$ cat config.mk
export PLATFORM = sky130hd
export DESIGN_NAME = vend_controller
export DESIGN_NICKNAME = d
export VERILOG_FILES = /design/src/rtl/vend_controller.sv
export SDC_FILE = /design/constraint.sdc
export NUM_CORES = 1
export LEC_CHECK = 0
export BUFFER_PORTS_ARGS = -buffer_cell sky130_fd_sc_hd__buf_2
export CELL_PAD_IN_SITES_DETAIL_PLACEMENT = 0
export CELL_PAD_IN_SITES_GLOBAL_PLACEMENT = 1
export CORE_AREA = 2 2 69 71
export DETAILED_ROUTE_END_ITERATION = 10
export DIE_AREA = 0 0 71 73
export PLACE_DENSITY_LB_ADDON = 0.1
export SLEW_MARGIN = 5
export SYNTH_ARGS = -nofsm -noshare
export SYNTH_HDL_FRONTEND = slang
export SYNTH_SLANG_ARGS = --single-unit
$ cat constraint.sdc
create_clock -name clk -period 2.3 [get_ports clk]
set_input_delay 0.115 -clock clk [delete_from_list [all_inputs] [get_ports clk]]
set_output_delay 0.115 -clock clk [all_outputs]
set_load 0.005 [all_outputs]
$ cat src/rtl/vend_controller.sv
// Coin-operated dispenser sequencer: edge-detects coins, accumulates credit in nickels,
// handshakes the dispense request and pays change/refunds as spaced nickel pulses.
module vend_controller #(
  parameter int PRICE      = 3,
  parameter int MAX_CREDIT = 15,
  parameter int CREDIT_W   = 5,
  parameter int TIMEOUT    = 1000,
  parameter int CHANGE_GAP = 4
) (
  input  logic                clk,
  input  logic                reset,
  input  logic                nickel_in,
  input  logic                dime_in,
  input  logic                quarter_in,
  input  logic                cancel,
  input  logic                dispense_ack,
  output logic                open,
  output logic                change_nickel,
  output logic                coin_reject,
  output logic [CREDIT_W-1:0] credit,
  output logic                busy
);

  // state    | meaning
  // IDLE     | no credit, waiting for the first coin
  // COLLECT  | credit below price, accepting coins, timeout running
  // DISPENSE | open raised, waiting for dispense_ack
  // CHANGE   | paying remaining credit back one nickel per pulse
  typedef enum logic [1:0] {IDLE, COLLECT, DISPENSE, CHANGE} state_t;

  localparam int TO_W  = (TIMEOUT > 1) ? $clog2(TIMEOUT) : 1;
  localparam int GAP_W = $clog2(CHANGE_GAP + 1);

  localparam logic [CREDIT_W-1:0] PRICE_C    = CREDIT_W'(PRICE);
  localparam logic [CREDIT_W-1:0] MAX_C      = CREDIT_W'(MAX_CREDIT);
  localparam logic [CREDIT_W-1:0] VAL_NICKEL = CREDIT_W'(1);
  localparam logic [CREDIT_W-1:0] VAL_DIME   = CREDIT_W'(2);
  localparam logic [CREDIT_W-1:0] VAL_QUART  = CREDIT_W'(5);
  localparam logic [TO_W-1:0]     TO_LAST    = TO_W'(TIMEOUT - 1);
  localparam logic [GAP_W-1:0]    GAP_LOAD   = GAP_W'(CHANGE_GAP - 1);

  state_t                state, state_next;
  logic                  nickel_hist, dime_hist, quarter_hist;
  logic                  ev_nickel, ev_dime, ev_quarter;
  logic                  any_event, multi_event, fits;
  logic [CREDIT_W-1:0]   coin_val, credit_sum, credit_next;
  logic                  open_next, change_next, reject_next, busy_next;
  logic [TO_W-1:0]       to_cnt, to_next;
  logic [GAP_W-1:0]      gap_cnt, gap_next;

  assign ev_nickel   = nickel_in  & ~nickel_hist;
  assign ev_dime     = dime_in    & ~dime_hist;
  assign ev_quarter  = quarter_in & ~quarter_hist;
  assign any_event   = ev_nickel | ev_dime | ev_quarter;
  assign multi_event = (ev_quarter & ev_dime) | (ev_quarter & ev_nickel) | (ev_dime & ev_nickel);

  always_comb begin
    coin_val = '0;
    if (ev_quarter)     coin_val = VAL_QUART;
    else if (ev_dime)   coin_val = VAL_DIME;
    else if (ev_nickel) coin_val = VAL_NICKEL;
  end

  assign credit_sum = credit + coin_val;
  assign fits       = (credit_sum <= MAX_C);

  always_comb begin
    state_next  = state;
    credit_next = credit;
    reject_next = 1'b0;
    change_next = 1'b0;
    to_next     = to_cnt;
    gap_next    = gap_cnt;

    case (state)
      IDLE: begin
        if (any_event) begin
          if (fits) begin
            reject_next = multi_event;
            credit_next = credit_sum;
            to_next     = '0;
            state_next  = (credit_sum >= PRICE_C) ? DISPENSE : COLLECT;
          end else begin
            reject_next = 1'b1;
          end
        end
      end
      COLLECT: begin
        if (cancel) begin
          reject_next = any_event;
          to_next     = '0;
          state_next  = CHANGE;
        end else if (any_event && fits) begin
          reject_next = multi_event;
          credit_next = credit_sum;
          to_next     = '0;
          if (credit_sum >= PRICE_C) state_next = DISPENSE;
        end else begin
          // an over-limit coin does not count as activity for the timeout
          reject_next = any_event;
          if (to_cnt == TO_LAST) begin
            to_next    = '0;
            state_next = CHANGE;
          end else begin
            to_next = to_cnt + 1'b1;
          end
        end
      end
      DISPENSE: begin
        reject_next = any_event;
        if (dispense_ack) begin
          credit_next = credit - PRICE_C;
          state_next  = (credit == PRICE_C) ? IDLE : CHANGE;
        end
      end
      CHANGE: begin
        reject_next = any_event;
        if (change_nickel) begin
          credit_next = credit - 1'b1;
          gap_next    = gap_cnt - 1'b1;
          if (credit == VAL_NICKEL) state_next = IDLE;
        end else if (gap_cnt == '0) begin
          change_next = 1'b1;
          gap_next    = GAP_LOAD;
        end else begin
          gap_next = gap_cnt - 1'b1;
        end
      end
      default: state_next = IDLE;
    endcase

    // Entering CHANGE launches the first pulse so it appears in the first cycle there.
    if (state_next == CHANGE && state != CHANGE) begin
      change_next = 1'b1;
      gap_next    = GAP_LOAD;
    end

    open_next = (state_next == DISPENSE);
    busy_next = (state_next == DISPENSE) || (state_next == CHANGE);
  end

  always_ff @(posedge clk or posedge reset) begin
    if (reset) begin
      state         <= IDLE;
      credit        <= '0;
      open          <= 1'b0;
      change_nickel <= 1'b0;
      coin_reject   <= 1'b0;
      busy          <= 1'b0;
      nickel_hist   <= 1'b0;
      dime_hist     <= 1'b0;
      quarter_hist  <= 1'b0;
      to_cnt        <= '0;
      gap_cnt       <= '0;
    end else begin
      state         <= state_next;
      credit        <= credit_next;
      open          <= open_next;
      change_nickel <= change_next;
      coin_reject   <= reject_next;
      busy          <= busy_next;
      nickel_hist   <= nickel_in;
      dime_hist     <= dime_in;
      quarter_hist  <= quarter_in;
      to_cnt        <= to_next;
      gap_cnt       <= gap_next;
    end
  end

endmodule

Word level (Yosys, flattened, before mapping)
Cells that the tools add are included.
{"block": "totals", "ram_bits": 0, "ff_bits": 27, "n_memories": 0, "latch_bits": 0, "out_inout_bits": 9, "mem_bits_ro": 0}
{"block": "op_classes", "div_mod_pow": 0, "n_shift": 0, "add_sub_neg": 5, "mux": 41, "n_eq_ne": 15, "n_mul": 0, "bitwise": 13, "n_reduce_logical": 10, "n_lt_le_gt_ge": 2}
{"cell": "$mux W10", "count": 5}
{"cell": "$mux W5", "count": 6}
{"cell": "$mux W2", "count": 12}
{"cell": "$pmux W10 S2", "count": 1}
{"cell": "$pmux W5 S4", "count": 1}
{"cell": "$mux W3", "count": 5}
{"cell": "$ne A2 B2 Y1 const B", "count": 7}
{"cell": "$add A10 B1 Y10 const B", "count": 1}
{"cell": "$eq A10 B10 Y1 const B", "count": 1}
{"cell": "$mux W1", "count": 9}
{"cell": "$eq A2 B2 Y1 const B", "count": 4}
{"cell": "$pmux W2 S4", "count": 1}
{"cell": "$and A1 B1 Y1", "count": 6}
{"cell": "$reduce_and A6 Y1", "count": 1}
{"cell": "$add A5 B5 Y5", "count": 1}
{"cell": "$eq A5 B1 Y1 const B", "count": 1}
{"cell": "$eq A5 B2 Y1 const B", "count": 1}
{"cell": "$ge A5 B2 Y1 const B", "count": 1}
{"cell": "$le A5 B4 Y1 const B", "count": 1}
{"cell": "$sub A5 B1 Y5 const B", "count": 1}
{"cell": "$sub A5 B2 Y5 const B", "count": 1}
{"cell": "$or A1 B1 Y1", "count": 4}
{"cell": "$reduce_bool A2 Y1", "count": 2}
{"cell": "$logic_not A3 Y1", "count": 1}
{"cell": "9 further kinds", "count": 12}

Longest topological paths before layout
{"block": "depth", "depth_word": 14, "depth_mapped": 11, "ltp_nobuf": 10}

Worst setup path before layout
OpenSTA, ideal clock, no wires.
{"block": "synth_timing", "path_type": "reg2reg", "from": "reg nickel_hist", "to": "reg gap_cnt[0]", "required_time_ns": 2.218, "arrival_ns": 2.410, "setup_slack_ns": -0.192, "stages_incl_launch_ff": 11, "synth_period_minus_slack_ns": 2.492, "path_cell_list": "dfrtp_1 -> nand2b_1 -> o21ai_0 -> ha_1 -> fa_1 -> a21bo_2 -> a211oi_2 -> o211ai_1 -> o221a_2 -> a31o_1 -> a31oi_1"}
{"block": "synth_via", "elab_chain_len": 14, "elab_cells_between_ends": 22, "classes_between": "add/sub: 1; order compare: 2; eq/ne: 1; mux: 11; bitwise: 4; reduce/logical: 3"}
{"item": "start, declared", "line": "43", "rtl": "logic nickel_hist, dime_hist, quarter_hist;"}
{"item": "start signal, assigned", "line": "162", "rtl": "nickel_hist <= nickel_in;"}
{"item": "$not A1 Y1 *", "line": "51", "rtl": "assign ev_nickel = nickel_in & ~nickel_hist;"}
{"item": "$and A1 B1 Y1 *", "line": "51"}
{"item": "$mux W1", "line": "61", "rtl": "else if (ev_nickel) coin_val = VAL_NICKEL;"}
{"item": "$mux W2", "line": "60", "rtl": "else if (ev_dime) coin_val = VAL_DIME;"}
{"item": "$mux W3", "line": "59", "rtl": "if (ev_quarter) coin_val = VAL_QUART;"}
{"item": "$add A5 B5 Y5", "line": "64", "rtl": "assign credit_sum = credit + coin_val;"}
{"item": "$ge A5 B2 Y1 or $le A5 B4 Y1 (tied branches)", "line": "82, 97, 65"}
{"item": "$mux W2 (tied with other cells)", "line": "97", "rtl": "if (credit_sum >= PRICE_C) state_next = DISPENSE;"}
{"item": "$mux W2, on equally long branches", "line": "93, 78"}
{"item": "$mux W2, on equally long branches", "line": "89, 77"}
{"item": "$pmux W2 S4 *", "line": "75", "rtl": "case (state)"}
{"item": "$eq A2 B2 Y1 *", "line": "133", "rtl": "if (state_next == CHANGE && state != CHANGE) begin"}
{"item": "$logic_and A1 B1 Y1 *", "line": "133"}
{"item": "$mux W3 or $reduce_bool A2 Y1 (tied branches)"}
{"item": "end signal, assigned", "line": "166", "rtl": "gap_cnt <= gap_next;"}
{"item": "end, declared", "line": "49", "rtl": "logic [GAP_W-1:0] gap_cnt, gap_next;"}
Every way passes the cells marked *; elsewhere a longest branch is shown, timed or not.
A chain may end at the register's enable or synchronous reset.

Worst setup path after layout
Same ends and word-level chain as after synthesis.

==> metrics.md <==
| Metric | Value |
|---|---|
| H-tree Lvls | `1` |
| Post-synthesis simple-gate area fraction | `23.9%` |
| Cells after DPL | `273` |
| R2R cell count | `10` |
| Drc violations | `0` |
| Sinks on Clock Net | `26` |
| Final setup vio count | `21` |
| Antenna-violating nets left | `0` |
| Arr. time, crit path | `2760 ps` |
| Largest net degree at the start of global routing | `27` |
| Worst hold stages | `2` |
| # fillers | `460` |
| Largest family of logic cells by synthesized area | `simple AND/OR/NAND/NOR gates` |
| Clk slew on worst S/H paths | `100 ps` |
| Crit Reg-Reg Endpoint | `gap_cnt[0]` |
| Final period utilization | `112%` |
| Post-DR vias/cell | `5.44` |
| DR vias | `1,545` |
| Post-synthesis compound-gate area fraction | `21.0%` |
| Routed Wire Length | `4210 µm` |
| Router iterations before antenna repair | `4` |
| RSZ-0062 raised after global routing | `yes` |
| Mux share of post-synthesis cell area | `1.16%` |
| Fmax | `389 MHz` |
| Peak supply drop | `257 µV` |
| Ports | `16` |
| Initial antenna violation count | `0` |
| Global-route wire length before repair | `7270 µm` |
| CTS tree | `yes` |
| Layout Area Growth over Synthesis | `26.1%` |
| Synth Net Count | `211` |
| Core ar. | `4540 µm²` |
| Max Slew Vio Count | `0` |
| Worst-Skew Late Latency | `280 ps` |
| Multi-input gate area | `1100 µm²` |
| Core Rows | `25` |
| Die outline area | `5180 µm²` |
| Status | `finished, violations left` |
| FF-to-FF Start | `nickel_hist` |
| Vias in the first global route | `1,536` |
| Hold EP | `dime_hist` |
| Antenna Cells | `0` |
| Cells after Synth | `194` |
| Die span in y | `73 µm` |
| Worst relative slew slack | `70.2%` |
| Worst EP required | `2490 ps` |
| Synth Warn # | `0` |
| Layout cell share with drive strength beyond 1 | `28.7%` |
| Yosys cell types | `50` |
| Grt ovf | `0` |
| Post-synth EDFFs | `0` |
| Max Cap Violations | `0` |
| Seq. cell area | `651 µm²` |
| P_leak | `1.04 nW` |
| Clock buffer depth | `2` |
| Syn Area/Cell | `8.87 µm²` |
| Critical path fanouts, max | `3` |
| Final HPWL DP | `3030 µm` |
| Initial Util | `37.9%` |
| Nets | `249` |
| Final hold violation count | `0` |
| Final worst setup slack | `-270 ps` |
| Area of the mapped netlist | `1720 µm²` |
| HP Class | `input pin to register` |
| Num CTS Buffers | `3` |
| Period minus WS final | `2570 ps` |
| Placer congestion estimate | `0.797` |
| Async set-reset flop share out of synthesis | `100%` |
| Yosys reg bits | `26` |
| Worst hold start | `dime_in` |
| CP Launch Type | `register` |
| Least-Margin Pin Slew | `447 ps` |
| CP endpoint kind | `register` |
| Final Util | `47.8%` |
| R2R Setup Slk | `-270 ps` |
| Top FF cell, synth | `dfrtp_1` |
| I/O Buffers | `15` |
| Aggregate global-route resource usage | `17.6%` |
| XOR/XNOR Fraction of Synth Area | `2.04%` |
| Post-Synth Adder-Cell Area | `8.87%` |
| Setup CP Type | `register to register` |
| Die X | `71 µm` |
| Skew final | `9.44 ps` |
| Root Driver | `clkbuf_8` |
| Sequential-to-total area share from yosys stat | `37.8%` |
| Power per cell area | `887 nW/µm²` |
| Non-filler cells, final | `284` |
| Failing checks | `negative setup slack` |
| Initial DRC count | `93` |
| Wire length per cell | `14.8 µm` |
## worst max-delay path by stage
| stage | startpoint | endpoint | slack [ps] | cells past startpoint |
|---|---|---|---|---|
| final | nickel_hist | gap_cnt[0] | -270 | 10 |
| after global routing | dime_hist | gap_cnt[0] | -410 | 10 |
| after CTS | nickel_hist | gap_cnt[0] | -270 | 10 |
| after detailed placement | dime_hist | gap_cnt[0] | -330 | 10 |
| after global placement | dime_hist | to_cnt[4] | -210 | 10 |
| after floorplan | dime_hist | gap_cnt[0] | -60 | 11 |
## flip-flops by register name, summed over array words and instances (netlist names)
| signal | cells |
|---|---|
| credit | 5 |
| busy | 1 |
| state | 1 |
| to_cnt | 10 |
| gap_cnt | 3 |
| open | 1 |
| nickel_hist | 1 |
| quarter_hist | 1 |
| change_nickel | 1 |
| coin_reject | 1 |
| dime_hist | 1 |
## cell usage in the layout, fill, tap and decap left out, types with 2 or more instances in the layout
cell type and n:
and4b_1 2, and3_1 10, o21ai_1 16, maj3_1 2, nor3_1 3, nand2b_4 2
nor2_1 15, a31oi_1 4, dfrtp_1 26, clkbuf_8 3, ha_1 8, buf_4 20
nand2b_1 8, nor2b_2 2, dlygate4sd3_1 3, inv_1 11, nand2_1 13, nor2b_1 2
and2_4 2, nand3b_1 2, mux2i_1 2, a21oi_1 13, o21ai_0 5, xnor2_1 2
buf_2 15, nand3_1 3
## timing repair
action / 4_1_cts / 5_1_grt
setup buffers: 1 / 4
pin swaps: 6 / 16
endpoints found under the setup margin: 21 / 23
hold buffers: 3 / 0
hold endpoints to repair: 28 / 0
gates resized for setup: 12 / 23
## through the flow
step / hold WS (ps) / power (mW) / TNS (ps) / instance area, µm² / setup slack (ps)
after CTS: 43.8 / 1.85 / -3650 / 2090 / -274
after global placement: 189 / 1.51 / -2810 / 1960 / -213
final: 47.1 / 1.92 / -2740 / 2170 / -270
after detailed placement: 200 / 1.53 / -4290 / 1960 / -332
after global routing: 58.3 / 2.08 / -5700 / 2170 / -414
after floorplan: 146 / 1.26 / -150 / 1750 / -60.4
## cell usage after synthesis (2+ instances only)
library cell | instances | share of area [%]
and4b_1 | 2 | 1.2
xnor2_1 | 2 | 1.0
nor3_1 | 3 | 0.87
a21oi_1 | 14 | 4.1
and3_1 | 10 | 3.6
nor2_1 | 16 | 3.5
nand3_1 | 5 | 1.5
mux2i_1 | 2 | 1.2
and2_1 | 2 | 0.73
a31oi_1 | 5 | 1.8
o21ai_0 | 21 | 6.1
dfrtp_1 | 26 | 38
buf_2 | 2 | 0.58
nand3b_1 | 2 | 0.87
xor2_1 | 2 | 1.0
inv_1 | 12 | 2.6
nand2b_1 | 10 | 3.6
buf_6 | 2 | 1.3
nand2_1 | 13 | 2.8
o21ai_1 | 2 | 0.58
maj3_1 | 2 | 1.2
ha_1 | 9 | 6.5
nor2b_1 | 3 | 1.1
## worst max-delay path, stage by stage (launching register included)
cell and delay (ps):
dfrtp_1 370, nand2b_4 130, o21ai_2 110, ha_2 210, fa_2 460, a21bo_2 210, a211oi_2 200, o211ai_1 120
o221a_2 270, a31o_1 230, a31oi_1 160
## layer usage
metal	up-vias	wire, µm	share of wire, %	GRT usage, %
li1	770	-	-	-
met1	754	1970	47	23.1
met2	14	2070	49	30.3
met3	7	86	2.0	2.35
met4	0	74	1.8	5.24
met5	-	0	0	0
## area by class of cell
cell class	instances	area share (%)
Clock buffer	3	1.90
Sequential cell	26	30.0
Timing Repair Buffer	39	12.3
Multi-Input combinational cell	150	50.6
Tap cell	54	3.11
Inverter	12	2.08
## report_power, final
group          switching, mW  internal, mW  leakage [nW]
logic                  0.521         0.461         0.701
registers              0.124         0.549         0.318
clock network          0.151         0.118        0.0216
total                  0.795          1.13          1.04
## cells by family (layout without fill, tap and decap cells)
family	after synthesis	in the layout
AO/OA/AOI/OAI	57	57
flip-flops	26	26
AND/OR/NAND/NOR	75	75
multiplexers	2	2
XOR/XNOR	4	4
buffers and inverters	18	54
adder cells (fa/ha/maj)	12	12
Power figures use the tool's default switching activity.
